**src/rtl/hbif_cmd_parser.sv**
```systemverilog
// ---------------------------------------------------------------------------
// hbif_cmd_parser
//
// Byte-level command parser between the UART receiver and transmitter of the
// host bus interface. Decodes fixed-length frames, performs one register
// access on a req/ack bus and returns a single response byte.
//
//   Write frame : 0x57, addr, data -> bus write -> response 0x06
//   Read frame  : 0x52, addr       -> bus read  -> response = read data
//   Unknown cmd : any other byte   -> response 0x15, err pulse
//
// Ports
//   clk_i, rst_i           clock, synchronous active-high reset
//   en_i                   parser enable (gates the start of new frames only)
//   rx_data_valid_i/_i     received byte strobe and data
//   tx_data_ready_i        transmitter ready
//   tx_data_valid_o/_o     response byte valid and data
//   bus_req_o/_we_o        bus request and direction (1 = write)
//   bus_addr_o/_wdata_o    bus address and write data
//   bus_ack_i/_rdata_i     bus completion and read data
//   err_o                  one-cycle error pulse (bad cmd, overrun, timeout)
//
// States
//   state  | meaning
//   IDLE   | waiting for a command byte
//   ADDR   | command latched, waiting for the address byte
//   DATA   | write only: waiting for the data byte
//   BUS    | bus request outstanding, waiting for ack
//   RESP   | response byte presented, waiting for tx handshake
// ---------------------------------------------------------------------------
module hbif_cmd_parser #(
  parameter int unsigned TIMEOUT_CYCLES = 1_000_000
) (
  input  logic       clk_i,
  input  logic       rst_i,
  input  logic       en_i,
  input  logic       rx_data_valid_i,
  input  logic [7:0] rx_data_i,
  input  logic       tx_data_ready_i,
  output logic       tx_data_valid_o,
  output logic [7:0] tx_data_o,
  output logic       bus_req_o,
  output logic       bus_we_o,
  output logic [7:0] bus_addr_o,
  output logic [7:0] bus_wdata_o,
  input  logic       bus_ack_i,
  input  logic [7:0] bus_rdata_i,
  output logic       err_o
);

  localparam logic [7:0] CMD_WR  = 8'h57;
  localparam logic [7:0] CMD_RD  = 8'h52;
  localparam logic [7:0] RSP_ACK = 8'h06;
  localparam logic [7:0] RSP_NAK = 8'h15;

  // The counter never needs to hold more than TIMEOUT_CYCLES-2: the expiry is
  // decided one cycle early so that err_o and the return to IDLE are both
  // registered and land TIMEOUT_CYCLES cycles after the last byte.
  localparam int unsigned CNT_W = (TIMEOUT_CYCLES > 2) ? $clog2(TIMEOUT_CYCLES) : 1;
  localparam logic [CNT_W-1:0] CNT_LAST = CNT_W'(TIMEOUT_CYCLES - 2);

  typedef enum logic [2:0] {
    S_IDLE = 3'd0,
    S_ADDR = 3'd1,
    S_DATA = 3'd2,
    S_BUS  = 3'd3,
    S_RESP = 3'd4
  } state_e;

  state_e           state_q, state_d;
  logic             cmd_wr_q, cmd_wr_d;
  logic [CNT_W-1:0] cnt_q, cnt_d;
  logic             tx_valid_q, tx_valid_d;
  logic [7:0]       tx_data_q, tx_data_d;
  logic             bus_req_q, bus_req_d;
  logic             bus_we_q, bus_we_d;
  logic [7:0]       bus_addr_q, bus_addr_d;
  logic [7:0]       bus_wdata_q, bus_wdata_d;
  logic             err_q, err_d;

  always_ff @(posedge clk_i) begin
    if (rst_i) begin
      state_q     <= S_IDLE;
      cmd_wr_q    <= 1'b0;
      cnt_q       <= '0;
      tx_valid_q  <= 1'b0;
      tx_data_q   <= 8'h00;
      bus_req_q   <= 1'b0;
      bus_we_q    <= 1'b0;
      bus_addr_q  <= 8'h00;
      bus_wdata_q <= 8'h00;
      err_q       <= 1'b0;
    end else begin
      state_q     <= state_d;
      cmd_wr_q    <= cmd_wr_d;
      cnt_q       <= cnt_d;
      tx_valid_q  <= tx_valid_d;
      tx_data_q   <= tx_data_d;
      bus_req_q   <= bus_req_d;
      bus_we_q    <= bus_we_d;
      bus_addr_q  <= bus_addr_d;
      bus_wdata_q <= bus_wdata_d;
      err_q       <= err_d;
    end
  end

  always_comb begin
    state_d     = state_q;
    cmd_wr_d    = cmd_wr_q;
    cnt_d       = cnt_q;
    tx_valid_d  = tx_valid_q;
    tx_data_d   = tx_data_q;
    bus_req_d   = bus_req_q;
    bus_we_d    = bus_we_q;
    bus_addr_d  = bus_addr_q;
    bus_wdata_d = bus_wdata_q;
    err_d       = 1'b0;

    case (state_q)
      S_IDLE: begin
        cnt_d = '0;
        if (rx_data_valid_i && en_i) begin
          if (rx_data_i == CMD_WR || rx_data_i == CMD_RD) begin
            cmd_wr_d = (rx_data_i == CMD_WR);
            state_d  = S_ADDR;
          end else begin
            tx_data_d  = RSP_NAK;
            tx_valid_d = 1'b1;
            err_d      = 1'b1;
            state_d    = S_RESP;
          end
        end
      end

      S_ADDR: begin
        // A byte arriving in the expiry cycle wins over the timeout.
        if (rx_data_valid_i) begin
          bus_addr_d = rx_data_i;
          cnt_d      = '0;
          if (cmd_wr_q) begin
            state_d = S_DATA;
          end else begin
            bus_req_d = 1'b1;
            bus_we_d  = 1'b0;
            state_d   = S_BUS;
          end
        end else if (cnt_q == CNT_LAST) begin
          cnt_d   = '0;
          err_d   = 1'b1;
          state_d = S_IDLE;
        end else begin
          cnt_d = cnt_q + 1'b1;
        end
      end

      S_DATA: begin
        if (rx_data_valid_i) begin
          bus_wdata_d = rx_data_i;
          cnt_d       = '0;
          bus_req_d   = 1'b1;
          bus_we_d    = 1'b1;
          state_d     = S_BUS;
        end else if (cnt_q == CNT_LAST) begin
          cnt_d   = '0;
          err_d   = 1'b1;
          state_d = S_IDLE;
        end else begin
          cnt_d = cnt_q + 1'b1;
        end
      end

      S_BUS: begin
        if (rx_data_valid_i) begin
          err_d = 1'b1;
        end
        if (bus_ack_i) begin
          bus_req_d  = 1'b0;
          bus_we_d   = 1'b0;
          tx_data_d  = cmd_wr_q ? RSP_ACK : bus_rdata_i;
          tx_valid_d = 1'b1;
          state_d    = S_RESP;
        end
      end

      S_RESP: begin
        if (rx_data_valid_i) begin
          err_d = 1'b1;
        end
        if (tx_data_ready_i) begin
          tx_valid_d = 1'b0;
          state_d    = S_IDLE;
        end
      end

      default: begin
        state_d = S_IDLE;
      end
    endcase
  end

  assign tx_data_valid_o = tx_valid_q;
  assign tx_data_o       = tx_data_q;
  assign bus_req_o       = bus_req_q;
  assign bus_we_o        = bus_we_q;
  assign bus_addr_o      = bus_addr_q;
  assign bus_wdata_o     = bus_wdata_q;
  assign err_o           = err_q;

endmodule

```
**config.mk**
```make
export PLATFORM = sky130hd
export DESIGN_NAME = hbif_cmd_parser
export DESIGN_NICKNAME = d
export VERILOG_FILES = /design/src/rtl/hbif_cmd_parser.sv
export SDC_FILE = /design/constraint.sdc
export NUM_CORES = 1
export LEC_CHECK = 0
export BUFFER_PORTS_ARGS = -buffer_cell sky130_fd_sc_hd__buf_4
export CAP_MARGIN = 25
export CELL_PAD_IN_SITES_DETAIL_PLACEMENT = 1
export CELL_PAD_IN_SITES_GLOBAL_PLACEMENT = 1
export CORE_UTILIZATION = 30
export CTS_CLUSTER_DIAMETER = 100
export CTS_CLUSTER_SIZE = 16
export DETAILED_ROUTE_END_ITERATION = 10
export GPL_TIMING_DRIVEN = 0
export PLACE_DENSITY_LB_ADDON = 0.1
export SETUP_SLACK_MARGIN = 0.1
export SLEW_MARGIN = 20
export SYNTH_ARGS = -nofsm -noshare
export SYNTH_HDL_FRONTEND = slang
export SYNTH_SLANG_ARGS = --single-unit
export TNS_END_PERCENT = 30
```
**constraint.sdc**
```tcl
create_clock -name clk_i -period 2.8 [get_ports clk_i]
set_input_delay 0.42 -clock clk_i [delete_from_list [all_inputs] [get_ports clk_i]]
set_output_delay 0.42 -clock clk_i [all_outputs]
set_load 0.01 [all_outputs]
```
# Word level (Yosys, flattened, before mapping)
# Index checks and enable logic that the tools add are counted.
classes:
  n_reduce_logical: 16
  eq_ne: 14
  n_mux: 36
  addsub: 1
op_table:
  columns: ["operator", "n"]
  rows:
  - ["20-bit 2-to-1 mux", 2]
  - ["20-bit case mux with 2 select lines", 1]
  - ["8-bit 2-to-1 mux", 4]
  - ["3-bit 2-to-1 mux", 7]
  - ["20-bit by 1-bit adder with 20-bit output, second input constant", 1]
  - ["20-bit == test, second input constant", 1]
  - ["8-bit by 7-bit == test with 1-bit output, second input constant", 2]
  - ["1-bit 2-to-1 mux", 16]
  - ["8-bit case mux with 2 select lines", 1]
  - ["3-bit case mux with 5 select lines", 1]
  - ["2-bit inequality test, second input constant", 7]
  - ["1-bit case mux with 3 select lines", 4]
  - ["5-bit AND reduction", 2]
  - ["3-bit by 2-bit == test with 1-bit output, second input constant", 2]
  - ["3-bit AND reduction", 2]
  - ["3-bit nonzero test", 2]
  - ["2-bit AND reduction", 2]
  - ["4-bit AND reduction", 1]
  - ["2-bit nonzero test", 2]
  - ["2-bit OR reduction", 2]
  - ["3-bit by 1-bit == test with 1-bit output, second input constant", 1]
  - ["3-bit == test, second input constant", 1]
  - ["3-bit logical NOT", 1]
  - ["1-bit logical AND", 1]
  - ["1-bit logical OR", 1]
word_totals:
  input_bits: 22
  reg_bits: 52

# Longest topological paths before layout
# Gate-level depths: netlist of run 1.
depth:
  ltp_word: 5
  mapped_depth: 8

# Least setup slack after synthesis of run 1
# No wires, ideal clock.
synth_timing:
  path_kind: "reg2reg"
  start: "register cnt_q[0]"
  end: "register cnt_q[18]"
  stages_incl_launch_ff: 8
  required_ns: 2.738
  setup_time_ns: 0.062
  synth_period_minus_slack_ns: 1.731
  slack_ns: 1.069
  arrival_time_ns: 1.670
  n_path_buf: 0
  path_cell_list: "dfxtp_1 > inv_1 > ha_1 > nor4b_1 > and4_1 > a211oi_4 > or3b_1 > nand3_1"
synth_between:
  elab_chain_len: 4
  elab_cells_between_ends: 5
synth_rtl:
  columns: ["item", "line", "rtl"]
  rows:
  - ["start: declaration", "72", "logic [CNT_W-1:0] cnt_q, cnt_d;"]
  - ["start signal: assignment", "96", "cnt_q <= cnt_d;"]
  - ["20-bit by 1-bit adder with 20-bit output or 20-bit == test (tied branches)", null, null]
  - ["20-bit 2-to-1 mux *", "147, 163", null]
  - ["20-bit 2-to-1 mux *", "157", "if (rx_data_valid_i) begin"]
  - ["20-bit case mux with 2 select lines *", "119", "case (state_q)"]
# Mark *: on every way between the ends. The rest lies on a longest branch, timed or not.
# A chain may end at the register's enable or synchronous reset.

# Final worst setup path of run 1
layout_timing:
  start: "register cnt_q[0]"
  end: "register cnt_q[4]"
# The elaborated chain is that of the path after synthesis.

==> flow_metrics.tcl, run 1 <==
set metrics [dict create \
    status "finished clean" \
    wl_per_cell_um 13.5 \
    synth_fa_ha_area_frac 0.0104 \
    area_growth_pct 24.6 \
    finalCritPeriodShare 0.759 \
    start_util 0.311 \
    synth_top_cell_area_share 0.434 \
    syn_area_mm2 0.00240 \
    clockPowerShare 0.358 \
    port_buffers 49 \
    cts-root-buf "clkbuf_8" \
    ys.flop_type "dfxtp_1" \
    die_h_um 91.5 \
    path_clk_slew_ns 0.10 \
    synth_xor_area_frac 0.0547 \
    synth_top_family_by_area "simple AND/OR/NAND/NOR gates" \
    synth-seq-cells 52 \
    drtIter0Drc 51 \
    h-tree-depth 2 \
    drt-total-wl_um 6130 \
    diodes 0 \
    synthMuxAreaShare 0.0417 \
    pwr-share-comb 0.070 \
    io_pins 50 \
    p_int_uw 972 \
    vias 2197 \
    drive_gt1_frac 0.199 \
    routed_via_density 4.85 \
    yosys_warnings 0 \
    cap_viol_max_count 0 \
    syn-num-nets 318 \
    antenna_found_initial 0 \
    grt_setup_unrepaired "no" \
    grt_pass1_vias 2201 \
    tritoncts "yes" \
    gp_congestion 0.707 \
    timing.rr.start "cnt_q[0]" \
    grt_overflow_total 0 \
    synth_cells 294 \
    regToRegSetupSlack_ns 0.67 \
    clock-sinks 52 \
    crit_type "reg2reg" \
    synth_area_leaders "dfxtp_1, nor2_1, nand2_1" \
    period_minus_slack_ns 2.13 \
    cts_made_buffers 5 \
    drc_errors 0 \
    clk-insertion-delay-late_ns 0.32 \
    cp-end-kind "flip-flop" \
    synth_top_area_cell "dfxtp_1" \
    arrival_ns 2.33 \
    yosys.area_share.simple 0.298 \
    ant_nets 0 \
    endpoint "cnt_q[4]" \
    clock_tree.buffer_depth 2 \
    p_leak_nw 1.05 \
    worst_slew_pin_slew_ns 0.684 \
    post-cts-setup-buffers 0 \
    final-setup-viol-count 0 \
    synth_area_per_cell_um2 8.17 \
    min_path_type "in2reg" \
    post_synth_num_cell_types 43 \
    p_sw_frac 0.256 \
    max_freq_mhz 470 \
    reg2reg_depth 8 \
    max-slew-margin-rel 0.540 \
    dpl_cell_area_mm2 0.00290 \
    synth_edf_count 0 \
    synth_compound_area_frac 0.124 \
    synth-seq-area-share 0.434 \
    final_cell_area_mm2 0.00299 \
    grt_first_pass_wirelength_um 10600 \
    fillCellCount 951 \
    layout.nets 374 \
    cp.required_ns 3.01 \
    p_switching_uw 334 \
    die_x_um 91.5 \
    setup-tns-final_ns 0 \
    track_usage 0.160 \
    clock_skew_ns 0.0113 \
    met3_usage 0.0318 \
    worst_setup_path_start_kind "flip-flop" \
    grt_max_degree 19 \
    critPathLaunch "cnt_q[0]" \
    synthArstFlopShare 0 \
    globalRouteMet2Util 0.257 \
    hold_violations 0 \
    postCtsHoldBufs 0 \
    peakVddDrop_uv 167 \
    drv_slew 0 \
    gr-usage-met1 0.214 \
    p_total_mw 1.31 \
    cts_resized 0 \
    die_area_mm2 0.00836 \
    grt.busiest_layer "met2" \
    drt-pass1-iter-count 4 \
    core_mm2 0.00773 \
    path_max_fanout 10 \
    r2r-end "cnt_q[4]" \
    p_seq_frac 0.573 \
    cellPowerDensity_mw_per_mm2 436 \
    core.rowCount 32 \
    dpl.hpwl_um 4590 \
]
## synth_stat cells (2+ instances only)
cell and n:
a21oi_1 19, buf_2 3, xnor2_1 8, mux2i_1 10
inv_1 7, o21ai_0 12, or2_2 4, nor3_1 8
buf_4 2, a211oi_1 3, and2_1 3, nand2_1 35
nor3b_1 2, and4_1 2, o311ai_0 2, ha_1 2
nand3_1 18, or3b_1 2, clkbuf_1 9, xor2_1 7
dfxtp_1 52, nor2_1 46, nand2b_1 9, nand4_1 5
nor4_1 6
## layout by cell type, fill, tap and decap left out, types with 3 or more instances in the layout
master	n
dfxtp_1	52
buf_4	51
nor2_1	46
nand2_1	35
a21oi_1	19
nand3_1	18
o21ai_0	12
mux2i_1	10
clkbuf_1	9
nand2b_1	9
xnor2_1	8
nor3_1	8
inv_1	7
xor2_1	7
nor4_1	6
nand4_1	5
clkbuf_8	5
or2_2	4
buf_2	3
and2_1	3
a211oi_1	3
## worst min-delay path by stage
stage | to | startpoint | cells past startpoint | slack (ns)
2_1_floorplan | cnt_q[18] | cnt_q[18] | 2 | 0.47
3_3_place_gp | bus_wdata_o[7] | bus_wdata_o[7] | 2 | 0.45
3_5_place_dp | bus_wdata_o[2] | bus_wdata_o[2] | 2 | 0.45
4_1_cts | tx_data_valid_o | tx_data_ready_i | 2 | 0.30
5_1_grt | tx_data_valid_o | tx_data_ready_i | 2 | 0.30
6_report | tx_data_valid_o | tx_data_ready_i | 2 | 0.31
## logic make-up after synthesis
kind of cell	count (synthesis)
mux	10
compound gates	47
fa+ha+maj	2
simple gates	147
xor+xnor	15
buf+inv	21
flops	52
## per-stage QoR
step / setup WS (ns) / hold slack [ns] / cells / utilization
6_report: 0.675 / 0.309 / 453 / 0.387
5_1_grt: 0.423 / 0.295 / 453 / 0.387
3_3_place_gp: 0.651 / 0.445 / 445 / 0.375
3_5_place_dp: 0.661 / 0.453 / 445 / 0.375
2_1_floorplan: 1.07 / 0.472 / 294 / -
4_1_cts: 0.629 / 0.299 / 453 / 0.387
## flip-flops by register name (all words and copies together) (netlist names)
name,count
cmd_wr_q,1
bus_addr_o,8
bus_wdata_o,8
err_o,1
tx_data_valid_o,1
cnt_q,20
tx_data_o,8
bus_req_o,1
bus_we_o,1
state_q,3
## critical path: stages, from the launching register on
cell	delay [ns]
dfxtp_1	0.34
inv_1	0.09
ha_1	0.14
nor4b_1	0.24
and4_1	0.35
a21oi_2	0.13
o21bai_1	0.35
buf_2	0.30
nor2_1	0.07
## layer usage
metal	routed length, um	share of wire
met5	0	0
met4	59	0.0096
met3	241	0.039
met2	2730	0.45
met1	3090	0.50
## power groups by stage
stage	logic, mW	clock network (mW)	registers [mW]
after detailed placement	0.0922	0	0.765
after global placement	0.0917	0	0.765
after CTS	0.0926	0.493	0.748
after floorplan	0.0376	0	0.767
final	0.0909	0.467	0.748
after global routing	0.101	0.518	0.749
## cell type report
| type | count | area [um^2] | area share |
|---|---|---|---|
| inverters | 7 | 26.3 | 0.00878 |
| flip-flops and latches | 52 | 1040 | 0.348 |
| clock buffers | 5 | 68.8 | 0.0230 |
| plain buffers | 14 | 63.8 | 0.0213 |
| repair buffers | 49 | 368 | 0.123 |
| multi-input cells | 221 | 1270 | 0.425 |
| well taps | 102 | 128 | 0.0427 |
| clock inverters | 3 | 26.3 | 0.00878 |
(Power assumes the default switching activity.)
==> run 2, diff against run 1 <==
--- a/config.mk
+++ b/config.mk
@@ -5,6 +5,7 @@
 export SDC_FILE = /design/constraint.sdc
 export NUM_CORES = 1
 export LEC_CHECK = 0
+export ABC_AREA = 1
 export BUFFER_PORTS_ARGS = -buffer_cell sky130_fd_sc_hd__buf_4
 export CAP_MARGIN = 25
 export CELL_PAD_IN_SITES_DETAIL_PLACEMENT = 1
==> constraint.sdc (replaced) <==
create_clock -name clk_i -period 2.2 [get_ports clk_i]
set_input_delay 0.33 -clock clk_i [delete_from_list [all_inputs] [get_ports clk_i]]
set_output_delay 0.33 -clock clk_i [all_outputs]
set_load 0.01 [all_outputs]
==> flow_metrics.tcl, run 2 <==
set metrics [dict create \
    die_area_mm2 0.00873 \
    synth_common_cells "nor2_1, nand2_1, dfxtp_1" \
    core_mm2 0.00789 \
    antenna_found_initial 0 \
    max_freq_mhz 568 \
    synth-seq-area-share 0.415 \
    tritoncts "yes" \
    arrival_ns 1.97 \
    cts_resized 0 \
    cp-end-kind "flip-flop" \
    synth_top_cell_area_share 0.415 \
    cp.required_ns 2.41 \
    gp_congestion 0.758 \
    grt_max_degree 17 \
    final_cells 518 \
    worst_slew_pin_slew_ns 0.616 \
    drt-total-wl_um 6830 \
    diodes 0 \
    peakVddDrop_uv 271 \
    final_common_cell "nor2_1" \
    cts-root-buf "clkbuf_8" \
    worstHoldStart "rst_i" \
    met3_usage 0.0317 \
    layout.nets 439 \
    worst_setup_path_start_kind "flip-flop" \
    regMostFlops "cnt_q" \
    dpl.hpwl_um 5280 \
    core.rowCount 32 \
    track_usage 0.168 \
    clk-insertion-delay-late_ns 0.31 \
    drc_errors 0 \
    drtIter0Drc 53 \
    max-slew-margin-rel 0.590 \
    vias 2435 \
    final-setup-viol-count 0 \
    synth_area_leaders "dfxtp_1, nor2_1, nand2_1" \
    h-tree-depth 2 \
    postCtsHoldBufs 0 \
    path_clk_slew_ns 0.10 \
    syn-num-nets 383 \
    clock-sinks 52 \
    start_util 0.318 \
    path_max_fanout 10 \
    globalRouteMet2Util 0.288 \
    largest_reg_flops 20 \
    post_synth_num_cell_types 31 \
    grt.busiest_layer "met2" \
    p_leak_nw 1.29 \
    synthArstFlopShare 0 \
    wl_per_cell_um 13.2 \
    status "finished clean" \
    setup-tns-final_ns 0 \
    fillCellCount 1035 \
    holdWs_ns 0.233 \
    synth_cells 359 \
    clock_tree.buffer_depth 2 \
    period_minus_slack_ns 1.76 \
    area_growth_pct 24.2 \
    die_x_um 93.4 \
    grt_setup_unrepaired "no" \
    drv_slew 0 \
    port_buffers 49 \
    timing.rr.start "state_q[2]" \
    die_h_um 93.4 \
    yosysMostFrequentCell "nor2_1" \
    drive_gt1_frac 0.192 \
    critPathLaunch "state_q[2]" \
    yosys_warnings 0 \
    dp.cells 510 \
    post-cts-setup-buffers 0 \
    ys.flop_type "dfxtp_1" \
    drt-pass1-iter-count 4 \
    ant_nets 0 \
    routed_via_density 4.70 \
    grt_first_pass_wirelength_um 11600 \
    cap_viol_max_count 0 \
    clock_skew_ns 0.0105 \
    grt_overflow_total 0 \
    gr-usage-met1 0.215 \
    finalCritPeriodShare 0.800 \
    io_pins 50 \
    hold_violations 0 \
    synth-seq-cells 52 \
    synth_edf_count 0 \
    min_path_type "in2reg" \
    mostFrequentLayoutCells "nor2_1, nand2_1, dfxtp_1" \
    synth_area_per_cell_um2 6.98 \
    synth_top_area_cell "dfxtp_1" \
    cellPowerDensity_mw_per_mm2 585 \
    syn_area_mm2 0.00251 \
    cts_made_buffers 5 \
    crit_type "reg2reg" \
    regToRegSetupSlack_ns 0.44 \
    grt_pass1_vias 2457 \
]
run 2: changes by cell type in the layout (fill, tap and decap cells not counted), sizes merged, moves of 6 or more:
cell and delta:
nand2 +36, inv +33, nor2 +31, mux2i -10, nand2b -9, o21ai +9, a21oi +7, clkbuf -6
xnor2 -6
run 2: path summary, 6_finish.rpt:
check / to / cells after the start
worst max-delay path: bus_addr_o[4] / 6
worst min-delay path: tx_data_o[3] / 2
worst max register to register: bus_addr_o[4] / 6
worst min register to register: tx_data_o[2] / 2
run 2: kinds of logic after synthesis:
group | share of synthesized area
and+or+nand+nor | 0.352
AOI/OAI and AO/OA | 0.118
buffers and inverters | 0.0734
xor gates and xnor gates | 0.0314
adders and majority gates | 0.00998
DFF | 0.415
run 2: worst max-delay path: stages, from the launching register on:
cell and delay, ns:
dfxtp_1 0.40, inv_1 0.15, nand3_1 0.13, nor2_1 0.47, inv_1 0.27, nor2_1 0.18
nor2_1 0.07
run 2: final cells by class:
| class | count | area, um^2 | area share |
|---|---|---|---|
| sequential | 52 | 1040 | 0.334 |
| clock buffer | 5 | 68.8 | 0.0221 |
| timing repair buffer | 49 | 368 | 0.118 |
| multi-input combinational | 260 | 1280 | 0.412 |
| inverter | 42 | 158 | 0.0506 |
| buffer | 5 | 26.3 | 0.00844 |
| clock inverter | 3 | 42.5 | 0.0137 |
| tap | 102 | 128 | 0.0410 |
run 2: routing by layer:
| layer | wire length [um] | share of wire | vias to the layer above |
|---|---|---|---|
| li1 | - | - | 1267 |
| met1 | 3290 | 0.48 | 1133 |
| met2 | 3290 | 0.48 | 29 |
| met3 | 186 | 0.027 | 6 |
| met4 | 68 | 0.010 | 0 |
| met5 | 0 | 0 | - |
run 2: per-stage QoR:
stage	util	power (mW)	instance area, um^2	worst slack [ns]
2_1_floorplan	-	1.09	2510	0.823
3_3_place_gp	0.381	1.18	3000	0.458
3_5_place_dp	0.381	1.18	3000	0.448
4_1_cts	0.395	1.86	3110	0.433
5_1_grt	0.395	1.90	3110	0.207
6_report	0.395	1.82	3110	0.441
run 2: power by group:
group / switching [mW] / leakage (nW) / internal [mW] / total (mW)
combinational: 0.110 / 0.813 / 0.0735 / 0.184
clock: 0.334 / 0.0541 / 0.337 / 0.672
sequential: 0.0113 / 0.420 / 0.955 / 0.966
total: 0.456 / 1.29 / 1.37 / 1.82
